--- src/rtl/sound_pkg.sv ---
// sound_pkg: tone selector encodings shared by the speaker tone generator.
package sound_pkg;
   localparam logic [1:0] TONE_NONE = 2'd0;
   localparam logic [1:0] TONE_HIT  = 2'd1;
   localparam logic [1:0] TONE_WALL = 2'd2;
   localparam logic [1:0] TONE_GOAL = 2'd3;
endpackage

--- src/rtl/tone_divider.sv ---
// tone_divider: half-period counter driving a toggle flop to make a 50% square wave.
module tone_divider #(
   parameter int CNT_W = 16
) (
   input  logic             clk,
   input  logic             rst,
   input  logic             clr,
   input  logic [CNT_W-1:0] half,
   input  logic             load_phase,
   output logic             out
);
   logic [CNT_W-1:0] cnt;
   // half of 2**CNT_W truncates to 0; half-1 then wraps to all ones, which is still correct
   always_ff @(posedge clk or posedge rst)
      if (rst) begin
         cnt <= '0;
         out <= 1'b0;
      end else if (clr) begin
         cnt <= '0;
         out <= 1'b0;
      end else if (load_phase)
         cnt <= '0;
      else if (cnt == half - CNT_W'(1)) begin
         cnt <= '0;
         out <= ~out;
      end else
         cnt <= cnt + CNT_W'(1);
endmodule

--- src/rtl/sound_tone_gen.sv ---
// sound_tone_gen: prioritised event tones (goal > wall > hit) as one speaker square wave;
// the goal tone warbles between two pitches every GOAL_STEP cycles.
module sound_tone_gen
   import sound_pkg::*;
#(
   parameter int CNT_W       = 16,
   parameter int HIT_HALF    = 25000,
   parameter int WALL_HALF   = 50000,
   parameter int GOAL_HALF_A = 20000,
   parameter int GOAL_HALF_B = 30000,
   parameter int GOAL_STEP   = 2000000
) (
   input  logic       clk,
   input  logic       rst,
   input  logic       sound_en,
   input  logic       hit_snd,
   input  logic       wall_snd,
   input  logic       goal_snd,
   output logic       spk,
   output logic [1:0] tone_sel,
   output logic       active
);
   localparam int W_W = $clog2(GOAL_STEP + 1);
   logic [1:0]       req_sel;
   logic [CNT_W-1:0] half;
   logic [W_W-1:0]   wcnt;
   logic             phase;
   logic             clr;
   logic             load_phase;
   always_comb begin
      req_sel = !sound_en ? TONE_NONE : goal_snd ? TONE_GOAL : wall_snd ? TONE_WALL :
                hit_snd ? TONE_HIT : TONE_NONE;
      half    = tone_sel == TONE_HIT  ? CNT_W'(HIT_HALF)  :
                tone_sel == TONE_WALL ? CNT_W'(WALL_HALF) :
                phase ? CNT_W'(GOAL_HALF_B) : CNT_W'(GOAL_HALF_A);
   end
   // idle holds the divider cleared so spk stays low without a dedicated enable
   assign clr        = req_sel != tone_sel || tone_sel == TONE_NONE;
   assign load_phase = tone_sel == TONE_GOAL && wcnt == W_W'(GOAL_STEP - 1);
   assign active     = tone_sel != TONE_NONE;
   always_ff @(posedge clk or posedge rst)
      if (rst) begin
         tone_sel <= TONE_NONE;
         wcnt     <= '0;
         phase    <= 1'b0;
      end else if (req_sel != tone_sel) begin
         tone_sel <= req_sel;
         wcnt     <= '0;
         phase    <= 1'b0;
      end else if (tone_sel == TONE_GOAL) begin
         wcnt  <= load_phase ? '0 : wcnt + W_W'(1);
         phase <= load_phase ? ~phase : phase;
      end
   tone_divider #(.CNT_W(CNT_W)) u_div (
      .clk       (clk),
      .rst       (rst),
      .clr       (clr),
      .half      (half),
      .load_phase(load_phase),
      .out       (spk)
   );
endmodule

--- config.mk ---
export PLATFORM = sky130hd
export DESIGN_NAME = sound_tone_gen
export DESIGN_NICKNAME = d
export VERILOG_FILES = /design/src/rtl/sound_pkg.sv /design/src/rtl/tone_divider.sv /design/src/rtl/sound_tone_gen.sv
export SDC_FILE = /design/constraint.sdc
export NUM_CORES = 1
export LEC_CHECK = 0
export BUFFER_PORTS_ARGS = -buffer_cell sky130_fd_sc_hd__buf_2
export CAP_MARGIN = 0
export CORE_ASPECT_RATIO = 0.7
export CORE_UTILIZATION = 30
export CTS_BUF_LIST = sky130_fd_sc_hd__clkbuf_4 sky130_fd_sc_hd__clkbuf_8
export DETAILED_ROUTE_END_ITERATION = 10
export PLACE_DENSITY = 0.52
export SLEW_MARGIN = 5
export SYNTH_ARGS = -nofsm -noshare
export SYNTH_HDL_FRONTEND = slang
export SYNTH_HIERARCHICAL = 1
export SYNTH_SLANG_ARGS = --single-unit
--- constraint.sdc ---
create_clock -name clk -period 6.5 [get_ports clk]
set_clock_uncertainty 0.05 [all_clocks]
set_input_delay 1.625 -clock clk [delete_from_list [all_inputs] [get_ports clk]]
set_output_delay 1.625 -clock clk [all_outputs]
set_load 0.02 [all_outputs]
==> impl_metrics.env <==
export IMPL_crit_required_ns=6.58
export IMPL_whs_endpoint="wcnt[5]"
export IMPL_grt_remaining_overflow=0
export IMPL_synth_seq_cells=41
export IMPL_vias=2455
export IMPL_clkPwrFrac_pct=33.0
export IMPL_htreeDepth=2
export IMPL_synth_edf_count=0
export IMPL_pwr_share_seq_pct=51.7
export IMPL_slew_violations=0
export IMPL_status="complete, no violations"
export IMPL_ff2ff_path_depth=9
export IMPL_die_y_um=84.9
export IMPL_grt_pass1_vias=2279
export IMPL_netlist_area_leader_share_pct=34.8
export IMPL_place_ws_ns=2.60
export IMPL_async_flop_share_pct=100
export IMPL_clk_latency_ns=0.29
export IMPL_numCtsBuffers=5
export IMPL_synthFlopType="dfrtp_1"
export IMPL_worst_r2r_setup_slack_ns=2.55
export IMPL_start_util_pct=31.7
export IMPL_grt_setup_unrepaired="no"
export IMPL_core_mm2=0.00929
export IMPL_fin_tns_setup_ns=0
export IMPL_final_layout_size_suffix_gt1_share_pct=9.27
export IMPL_hold_violations=0
export IMPL_hold_start="wcnt[5]"
export IMPL_cts_root_buf="clkbuf_8"
export IMPL_diodes=0
export IMPL_cp_max_fo=16
export IMPL_drcViolationCount=0
export IMPL_switching_share_pct=28.8
export IMPL_power_switching_w=0.000145
export IMPL_synth_area_per_cell_um2=8.80
export IMPL_setup_slack_ns=2.55
export IMPL_r2r_start="tone_sel[1]"
export IMPL_critPathBufInv=1
export IMPL_synth_area_leader_cell="dfrtp_1"
export IMPL_io_buffers=9
export IMPL_power_internal_w=0.000359
export IMPL_period_needed_ns=3.95
export IMPL_path_delay_family="simple AND/OR/NAND/NOR gates"
export IMPL_routed_wl_um=6700
export IMPL_postCtsHoldBufs=0
export IMPL_power_frac_comb_pct=15.3
export IMPL_dp_hpwl_um=4900
export IMPL_worstHoldPathType="reg -> reg"
export IMPL_ios=10
export IMPL_power_density_mw_per_mm2=156
export IMPL_crit_path_end_kind="flop"
export IMPL_final_antenna_net_count=0
export IMPL_setup_violations=0
export IMPL_crit_slowest_cell="o41ai_4"
export IMPL_clk_pin_slew_ns=0.08
export IMPL_crit_type="reg -> reg"
export IMPL_synthDistinctLibCells=57
export IMPL_p_leak_nw=1.29
export IMPL_final_nets=369
export IMPL_post_cts_setup_buffer_count=0
export IMPL_start_kind="flop"
export IMPL_clock_path_buffers=2
export IMPL_cts_num_sinks=41
export IMPL_routabilityCongestion=0.825
export IMPL_antenna_found_initial=0
export IMPL_arrival_ns=4.03
export IMPL_finalCritPeriodShare_pct=60.7
export IMPL_syn_cell_area_mm2=0.00295
export IMPL_grt_usage_pct=14.0
export IMPL_num_rows=29
export IMPL_fmaxAchievable_mhz=253
export IMPL_cts_repair_resized=0
export IMPL_crit_chain="inv_1, ha_1, or3_1, nor4_1, xnor2_1, o41ai_2, nand4_1, o41ai_4, nor2_1"
export IMPL_cts_tree="yes"
export IMPL_holdWs_ns=0.501
export IMPL_synthToLayoutAreaGrowth_pct=9.51
export IMPL_drtPass1Iterations=4
export IMPL_r2r_end="u_div/cnt[4]"
export IMPL_ys_seq_area_share_pct=34.8
export IMPL_wl_per_cell_um=14.0
export IMPL_max_stage_delay_ns=0.79
export IMPL_holdPathStages=2
export IMPL_drv_cap=0
export IMPL_synthCells=335
export IMPL_grt_max_degree=25
export IMPL_drt_iter0_drc=92
export IMPL_vias_per_cell=5.11
export IMPL_startpoint="tone_sel[1]"
export IMPL_irDropWorstVdd_mv=0.0761
export IMPL_synth_area_top_cells="dfrtp_1, xor2_1, xnor2_1"
export IMPL_maxSlewHeadroom_pct=34.5
export IMPL_fp_dieW_um=120
export IMPL_worst_pin_slew_ns=0.981
export IMPL_die_area_mm2=0.0102
export IMPL_grt_pass1_wl_um=11500
export IMPL_fill_cells=998
export IMPL_yosys_warnings=6
[per-stage QoR]
step / power, W / std cells / util [%] / area [um^2]
2_1_floorplan: 0.000325 / 353 / - / 3020
3_3_place_gp: 0.000342 / 472 / 33.8 / 3140
3_5_place_dp: 0.000343 / 472 / 33.8 / 3140
4_1_cts: 0.000514 / 480 / 34.8 / 3230
5_1_grt: 0.000533 / 480 / 34.8 / 3230
6_report: 0.000505 / 480 / 34.8 / 3230
[area by class of cell]
cell class / count / area, um^2 / share of cell area [%]
multi-input cells: 279 / 1840 / 57.1
flip-flops and latches: 41 / 1030 / 31.8
well taps: 124 / 155 / 4.81
clock buffers: 6 / 76.3 / 2.36
inverters: 19 / 71.3 / 2.21
repair buffers: 9 / 45.0 / 1.40
clock inverters: 2 / 10.0 / 0.310
[power groups by stage]
stage	clock network, W	logic, W	registers (W)
after floorplan	0	0.0000599	0.000266
after global placement	0	0.0000757	0.000266
after global routing	0.000184	0.0000863	0.000262
final	0.000167	0.0000771	0.000261
after CTS	0.000176	0.0000769	0.000261
after detailed placement	0	0.0000764	0.000266
[sequential cells by signal, summed over array words and instances (netlist names)]
signal     cells
wcnt          21
u_div/cnt     16
tone_sel       2
phase          1
u_div/out      1
[cells by family (layout without fill, tap and decap cells)]
family | Yosys count | after routing | share of synthesized area, %
other cells | 2 | 20 | 0.255
compound gates | 57 | 57 | 14.2
flops | 41 | 41 | 34.8
xor+xnor | 43 | 43 | 12.8
fa+ha+maj | 8 | 8 | 3.40
mux | 1 | 1 | 0.382
buf+inv | 33 | 36 | 4.92
simple gates | 150 | 150 | 29.2
[worst max path at each step]
| stage | end | slack [ns] | cells past startpoint |
|---|---|---|---|
| after global routing | u_div/cnt[4] | 2.20 | 9 |
| after global placement | u_div/cnt[5] | 2.73 | 9 |
| after detailed placement | u_div/cnt[4] | 2.60 | 9 |
| final | u_div/cnt[4] | 2.55 | 9 |
| after CTS | u_div/cnt[4] | 2.57 | 9 |
| after floorplan | u_div/cnt[11] | 3.17 | 12 |
[worst reg2reg max path, cell delays in order, from the launching register on]
cell and delay [ns]:
dfrtp_1 0.56, inv_1 0.13, ha_1 0.38, or3_1 0.52, nor4_1 0.49, xnor2_1 0.19, o41ai_2 0.36, nand4_1 0.19
o41ai_4 0.79, nor2_1 0.13
[cells in the final DEF, fill, tap and decap left out, drive strengths merged, types with 13 or more instances in the layout]
| cell | count |
|---|---|
| a21oi | 21 |
| conb | 20 |
| dfrtp | 41 |
| inv | 19 |
| nand2 | 19 |
| nand3 | 18 |
| nand4 | 13 |
| nor2 | 34 |
| o31ai | 13 |
| xnor2 | 17 |
| xor2 | 26 |
[synth_stat cells, types with 3 or more instances]
library cell	n
clkbuf_1	5
or4_1	11
nand3_1	18
o211ai_1	4
ha_1	8
nor3_1	8
and4_1	3
dfrtp_1	41
nand2b_1	4
nor4_1	7
nand2_1	18
nor3b_1	3
nand4_1	13
o31ai_1	13
nor2_1	34
buf_2	7
a21oi_1	21
or3_1	6
and3_1	5
xnor2_1	17
xor2_1	26
inv_1	19
[layer usage]
layer	track usage [%]	routed length (um)	vias up
met5	0	0	-
met4	3.37	56	0
met3	1.61	244	5
met2	19.4	2740	49
met1	22.5	3660	1170
li1	-	-	1231
(Power assumes the default switching activity.)
